<file path="config.mk">
export PLATFORM = sky130hd
export DESIGN_NAME = display_scan_ctrl
export DESIGN_NICKNAME = d
export VERILOG_FILES = /design/src/rtl/display_scan_ctrl.sv
export SDC_FILE = /design/constraint.sdc
export NUM_CORES = 1
export LEC_CHECK = 0
export BUFFER_PORTS_ARGS = -buffer_cell sky130_fd_sc_hd__buf_2
export CAP_MARGIN = 20
export CORE_MARGIN = 1.5
export CORE_UTILIZATION = 26
export DETAILED_ROUTE_END_ITERATION = 8
export PLACE_DENSITY = 0.52
export SLEW_MARGIN = 15
export SYNTH_ARGS = -nofsm -noshare
export SYNTH_HDL_FRONTEND = slang
export SYNTH_SLANG_ARGS = --single-unit
</file>
<file path="constraint.sdc">
create_clock -name clk -period 6.55 [get_ports clk]
set_clock_uncertainty 0.2 [all_clocks]
set_input_delay 0.3275 -clock clk [delete_from_list [all_inputs] [get_ports clk]]
set_output_delay 0.3275 -clock clk [all_outputs]
set_load 0.1 [all_outputs]
</file>
<file path="src/rtl/display_scan_ctrl.sv">
// -----------------------------------------------------------------------------
// display_scan_ctrl
//   Time-multiplexed scan controller for a 4-digit seven-segment display.
//   Each digit is preceded by a dark gap (all anodes off) to avoid ghosting,
//   then lit for SCAN_DIV cycles. New values arrive via a valid/ready port
//   into shadow registers and are committed only at frame boundaries, so
//   a frame never mixes old and new digits.
//
// Ports
//   clk         system clock, all state on rising edge
//   rst_n       asynchronous active-low reset
//   en          1 = scanning, 0 = display dark and FSM parked at digit0 BLANK
//   load_valid  load request
//   load_ready  controller can accept a load
//   load_data   nibble k (bits 4k+3:4k) shown on digit k
//   load_dp     bit k lights the decimal point of digit k
//   load_blank  bit k forces digit k segments (and dp) to 0
//   digi_out    [11:8] one-hot digit select, [7:0] {dp,g,f,e,d,c,b,a}
//   frame_done  one-cycle pulse after the end of digit-3 SHOW
// -----------------------------------------------------------------------------
module display_scan_ctrl #(
  parameter int SCAN_DIV  = 50000,
  parameter int BLANK_CYC = 500,
  parameter int CNT_W     = 16
) (
  input  logic        clk,
  input  logic        rst_n,
  input  logic        en,
  input  logic        load_valid,
  output logic        load_ready,
  input  logic [15:0] load_data,
  input  logic [3:0]  load_dp,
  input  logic [3:0]  load_blank,
  output logic [11:0] digi_out,
  output logic        frame_done
);

  typedef enum logic {ST_BLANK, ST_SHOW} state_t;

  localparam logic [CNT_W-1:0] SHOW_LAST  = CNT_W'(SCAN_DIV - 1);
  localparam logic [CNT_W-1:0] BLANK_LAST = CNT_W'(BLANK_CYC - 1);

  state_t           state_reg;
  logic [1:0]       digit_reg;
  logic [CNT_W-1:0] cnt_reg;

  logic [15:0] active_data_reg, shadow_data_reg;
  logic [3:0]  active_dp_reg, shadow_dp_reg;
  logic [3:0]  active_blank_reg, shadow_blank_reg;
  logic        pending_reg;

  // Active-high segment pattern {g,f,e,d,c,b,a} for a hex nibble.
  function automatic logic [6:0] hex7(input logic [3:0] n);
    logic [6:0] s;
    case (n)
      4'h0: s = 7'h3F;  4'h1: s = 7'h06;  4'h2: s = 7'h5B;  4'h3: s = 7'h4F;
      4'h4: s = 7'h66;  4'h5: s = 7'h6D;  4'h6: s = 7'h7D;  4'h7: s = 7'h07;
      4'h8: s = 7'h7F;  4'h9: s = 7'h6F;  4'hA: s = 7'h77;  4'hB: s = 7'h7C;
      4'hC: s = 7'h39;  4'hD: s = 7'h5E;  4'hE: s = 7'h79;  default: s = 7'h71;
    endcase
    return s;
  endfunction

  // Segment byte for every digit from the committed (active) registers.
  logic [7:0] digit_seg [4];
  genvar gi;
  generate
    for (gi = 0; gi < 4; gi++) begin : g_seg
      assign digit_seg[gi] = active_blank_reg[gi] ? 8'h00
                           : {active_dp_reg[gi], hex7(active_data_reg[4*gi +: 4])};
    end
  endgenerate

  logic [11:0] lit_word;
  logic        transfer, show_last, blank_last, frame_end, commit;

  assign lit_word   = {4'(4'b0001 << digit_reg), digit_seg[digit_reg]};
  assign transfer   = load_valid & load_ready;
  assign show_last  = (state_reg == ST_SHOW)  && (cnt_reg == SHOW_LAST);
  assign blank_last = (state_reg == ST_BLANK) && (cnt_reg == BLANK_LAST);
  assign frame_end  = show_last && (digit_reg == 2'd3);
  // While disabled there is no frame to tear, so a pending load commits at once.
  assign commit     = pending_reg & (en ? frame_end : 1'b1);

  always_ff @(posedge clk or negedge rst_n) begin
    if (!rst_n) begin
      state_reg        <= ST_BLANK;
      digit_reg        <= 2'd0;
      cnt_reg          <= '0;
      digi_out         <= 12'h000;
      frame_done       <= 1'b0;
      active_data_reg  <= '0;
      active_dp_reg    <= '0;
      active_blank_reg <= '0;
      shadow_data_reg  <= '0;
      shadow_dp_reg    <= '0;
      shadow_blank_reg <= '0;
      pending_reg      <= 1'b0;
      load_ready       <= 1'b1;
    end else begin
      // A transfer needs load_ready, which implies pending was clear, so
      // transfer and commit never coincide.
      if (transfer) begin
        shadow_data_reg  <= load_data;
        shadow_dp_reg    <= load_dp;
        shadow_blank_reg <= load_blank;
        pending_reg      <= 1'b1;
      end else if (commit) begin
        pending_reg      <= 1'b0;
      end
      // Ready follows pending one cycle late; a transfer drops it immediately
      // so the port can never accept twice in a row.
      load_ready <= ~(pending_reg | transfer);

      if (commit) begin
        active_data_reg  <= shadow_data_reg;
        active_dp_reg    <= shadow_dp_reg;
        active_blank_reg <= shadow_blank_reg;
      end

      if (!en) begin
        state_reg  <= ST_BLANK;
        digit_reg  <= 2'd0;
        cnt_reg    <= '0;
        digi_out   <= 12'h000;
        frame_done <= 1'b0;
      end else begin
        frame_done <= frame_end;
        case (state_reg)
          ST_BLANK: begin
            if (blank_last) begin
              state_reg <= ST_SHOW;
              cnt_reg   <= '0;
              digi_out  <= lit_word;
            end else begin
              cnt_reg   <= cnt_reg + 1'b1;
              digi_out  <= 12'h000;
            end
          end
          default: begin
            if (show_last) begin
              state_reg <= ST_BLANK;
              cnt_reg   <= '0;
              digit_reg <= digit_reg + 2'd1;
              digi_out  <= 12'h000;
            end else begin
              cnt_reg   <= cnt_reg + 1'b1;
              digi_out  <= lit_word;
            end
          end
        endcase
      end
    end
  end

endmodule

</file>
[Word level (Yosys, flattened, before mapping)]
Memory sizes are Yosys's and may differ from the RTL's.
Cells that the tools add are included.
Storage, ports and cells
  bits of input ports: 28
  register bits after elaboration: 82
  output and inout port bits: 14
  bits in read-only memories: 448
  memories kept: 4
  logic and storage cells: 63
Cells by class
  $add $sub $neg: 2
  magnitude comparators: 1
  equality and inequality tests: 5
  multiplexer cells: 26
  reductions and logical operators: 5
  bitwise logic cells: 6
  shift operators: 1
Memory list
  (name not given): words 16, bits a word 7, rd ports 1, clocked after Yosys merged registers in 0, write ports 0, RTL line 55  | case (n)
  (name not given): words 16, bits a word 7, rd ports 1, clocked after Yosys merged registers in 0, write ports 0, RTL line 55
  (name not given): words 16, bits a word 7, rd ports 1, clocked after Yosys merged registers in 0, write ports 0, RTL line 55
  (name not given): words 16, bits a word 7, rd ports 1, clocked after Yosys merged registers in 0, write ports 0, RTL line 55
Operator list (number)
  $mux 16: 4
  $mux 12: 4
  $mux 8: 6
  $add 16x1->16 const B: 1
  $bmux 8 s2: 1
  $eq 16x16->1 const B: 1
  $eq 16x9->1 const B: 1
  $mux 1: 8
  $mux 2: 3
  $ne 2x1->1 const B: 2
  $shl 1x2->4 const A: 1
  $ge 3x3->1 const B: 1
  $logic_and 1x1->1: 3
  $not 2->3: 1
  $add 2x1->2 const B: 1
  $and 1x1->1: 2
  $eq 2x2->1 const B: 1
  $not 1->1: 2
  $reduce_and 2->1: 1
  $reduce_bool 2->1: 1
  $or 1x1->1: 1

[Depth between registers and ports, before layout]
An unclocked memory read counts as a cell.
  depth after elaboration: 8
  depth in mapped cells: 6
  depth with buffers taken out: 6

[Worst setup path before layout]
No wires, ideal clock.
  kind: register to register
  start: reg cnt_reg[0]
  end: reg active_blank_reg[1]
  library setup time: 125 ps
  path buffers: 1
  arrival: 1824 ps
  setup slack: 4401 ps
  stages on the path, launching flop included: 7
  required time: 6225 ps
  period minus slack after synthesis: 2149 ps
  path through: dfrtp_1 > ha_1 > nand3_1 > nor2b_1 > a32oi_2 > buf_2 > mux2_2
On the way
  word-level cells in the longest chain between the ends: 5
RTL lines
  from (decl): RTL line 45  | logic [CNT_W-1:0] cnt_reg;
  from (signal assigned): RTL line 136  | cnt_reg <= cnt_reg + 1'b1;
  from (signal assigned): RTL line 147  | cnt_reg <= cnt_reg + 1'b1;
  $eq 16x16->1: RTL line 79  | assign show_last = (state_reg == ST_SHOW) && (cnt_reg == SHOW_LAST);
  $logic_and 1x1->1: RTL line 79
  $logic_and 1x1->1: RTL line 81  | assign frame_end = show_last && (digit_reg == 2'd3);
  $mux 1: RTL line 83  | assign commit = pending_reg & (en ? frame_end : 1'b1);
  $and 1x1->1: RTL line 83
  to (signal assigned): RTL line 118  | active_blank_reg <= shadow_blank_reg;
  to (decl): RTL line 49  | logic [3:0] active_blank_reg, shadow_blank_reg;
No other way between the ends.
A chain may end at the register's enable or synchronous reset.

[Final worst setup path]
  start: reg cnt_reg[0]
  end: reg active_data_reg[5]
On the way
  word-level cells in the longest chain between the ends: 5
RTL lines
  $eq 16x16->1: RTL line 79
  $logic_and 1x1->1: RTL line 79
  $logic_and 1x1->1: RTL line 81
  $mux 1: RTL line 83
  $and 1x1->1: RTL line 83
  to (signal assigned): RTL line 116  | active_data_reg <= shadow_data_reg;
  to (decl): RTL line 47  | logic [15:0] active_data_reg, shadow_data_reg;
No other way between the ends.

==> impl_metrics.json <==
{
  "synth_most_common_cell": "dfrtp_1",
  "netlist_top_cells_area": "dfrtp_1, mux2_2, ha_1",
  "synth.yosys.seq_area_share_pct": 45.8,
  "register_area_mm2": 0.00205,
  "synth_cell_types": 56,
  "cts_resized": 0,
  "cp-end-kind": "flop",
  "fmax_ghz": 0.368,
  "synthesis.nets": 454,
  "die-area_mm2": 0.0180,
  "viasPerCell": 4.74,
  "cts_made_buffers": 9,
  "power_density_mw_per_mm2": 386,
  "final_cells": 672,
  "startpoint": "cnt_reg[0]",
  "io_buffers": 41,
  "routed_wl_um": 9810,
  "drt_pass1_iterations": 4,
  "syn_avg_cell_area_um2": 11.3,
  "crit_type": "flop to flop",
  "crit_buf_inv": 1,
  "status": "finished clean",
  "nFillCells": 1696,
  "drive_gt1_share_pct": 27.0,
  "synth-seq-cells": 82,
  "fin_hold_ws_ns": 0.00959,
  "grt_use_total_pct": 11.7,
  "antenna_found_initial": 0,
  "syn_area_mm2": 0.00448,
  "io_pins": 42,
  "synth_common_cells": "dfrtp_1, mux2_2, ha_1",
  "grt_max_degree": 83,
  "cp_top_family": "compound AO/OA/AOI/OAI gates",
  "coreArea_mm2": 0.0167,
  "crit-reg2reg-launch": "cnt_reg[0]",
  "num_antenna_cells": 0,
  "wl_per_cell_um": 14.6,
  "fin_nets": 504,
  "die_h_um": 134,
  "dr_total_vias": 3182,
  "worstPathCellList": "ha_1, nand3_1, nor2b_1, a32oi_2, buf_4, mux2_2",
  "drv_cap": 0,
  "grt_pass1_wl_um": 16200,
  "worst_setup_path_start_kind": "flop",
  "clock-root-buffer": "clkbuf_16",
  "cts_sinks": 82,
  "rows": 47,
  "critical_path_required_ns": 6.59,
  "ys.flop_type": "dfrtp_1",
  "maxSlewViolCount": 0,
  "routabilityCongestion": 0.868,
  "slew_headroom_pct": 32.6,
  "vdd_drop_max_uv": 136,
  "period_minus_slack_ns": 2.72,
  "synth_edf_count": 0,
  "yosysTopAreaCellShare_pct": 45.3,
  "clockBufferDepth": 2,
  "synth_area_leader_cell": "dfrtp_1",
  "worstMarginPinSlew_ns": 1.01,
  "tritoncts": "done",
  "ys_async_sr_fraction_pct": 100,
  "multi_input_area_mm2": 0.00228,
  "grt_overflow": 0,
  "crit_fanout": 14,
  "clk_latency_ns": 0.35,
  "setup_viol": 0,
  "critPathArrivalTime_ns": 2.75,
  "drcViolationCount": 0,
  "place_inst": 641,
  "worstHoldStart": "load_data[9]",
  "drtIter0Drc": 197,
  "power.leakage_nw": 2.34,
  "syn_inst": 397,
  "hp-class": "input port to flop",
  "finalPower_mw": 2.09,
  "rsz0062_at_grt": "false",
  "cp_slowest_cell": "a32oi_2",
  "postRouteAntennaNets": 0,
  "stdcell_area_mm2": 0.00541,
  "dpl_cell_area_mm2": 0.00490,
  "setup_tns_ns": 0,
  "cts_max_level": 3,
  "slowest_delay_ns": 0.63,
  "final_hold_viol_count": 0,
  "chipWidth_um": 134,
  "first_global_vias": 3226,
  "ys_warn_count": 0,
  "synthToLayoutAreaGrowth_pct": 20.9,
  "start_util_pct": 26.8,
  "hpwl_um": 7060,
  "clk_pin_slew_ns": 0.06,
  "period_share_pct": 41.5
}
path summary, 6_finish.rpt:
kind	cells after the start	slack, ns	to
max	6	3.83	active_data_reg[5]
min	2	0.01	shadow_data_reg[9]
max reg2reg	6	3.83	active_data_reg[5]
min reg2reg	1	0.30	active_dp_reg[1]
max in group asynchronous	3	5.33	load_ready
min in group asynchronous	2	0.20	shadow_dp_reg[1]
cells in the final DEF, fill, tap and decap left out, types with 3 or more instances in the layout:
cell and instances:
nor2b_1 16, o311a_1 3, dlygate4sd3_1 14, a211oi_1 9, a221oi_1 7, a31oi_1 5, nor2_1 13, ha_1 29
dfrtp_1 81, and4_1 3, o311ai_0 4, xnor2_1 9, bufinv_16 3, a2bb2oi_1 3, nand4_1 4, inv_1 17
mux2i_1 5, nor4_1 5, buf_2 40, a21oi_1 6, inv_6 3, xor2_1 5, nand2_1 15, nor3_1 23
and2_1 4, clkbuf_16 9, buf_4 3, o21ai_0 7, nand2b_1 7, mux2_2 51, nand3_1 12
where the power goes:
| group | internal (mW) | switching, mW | leakage [nW] |
|---|---|---|---|
| registers | 0.643 | 0.187 | 1.03 |
| clock network | 0.376 | 0.218 | 0.167 |
| logic | 0.349 | 0.317 | 1.15 |
metal layers:
metal | vias up | part of all wire (%) | track usage, %
li1 | 1554 | - | -
met1 | 1540 | 47 | 14.7
met2 | 71 | 45 | 18.0
met3 | 17 | 4.6 | 3.51
met4 | 0 | 3.0 | 6.15
met5 | - | 0 | 0
area by class of cell:
type                       instances  area share [%]
clock inverter                     7            2.29
multi-input combinational        278            42.0
tap                              220            5.08
clock buffer                       9            4.16
sequential                        82            37.9
timing repair buffer              58            7.21
inverter                          18            1.29
per-stage QoR:
stage | setup WS (ns) | util, %
6_report | 3.83 | 32.4
5_1_grt | 3.64 | 32.4
3_5_place_dp | 3.80 | 29.3
2_1_floorplan | 4.40 | -
4_1_cts | 3.78 | 32.2
3_3_place_gp | 3.87 | 29.3
logic make-up (layout without fill, tap and decap cells):
group	Yosys count	in the layout	synth area share, %
buffers and inverters	37	92	3.35
AND/OR/NAND/NOR	115	115	14.1
flip-flops	82	82	45.8
adder cells (fa/ha/maj)	29	29	8.10
XOR/XNOR	14	14	2.74
multiplexers	58	58	14.7
AO/OA/AOI/OAI	62	62	11.2
repair_timing:
action	CTS	global route
hold endpoints to repair	13	19
setup buffers	0	0
setup endpoints to repair	0	0
hold buffers	13	1
No activity file was read; power rests on OpenSTA's default activity.
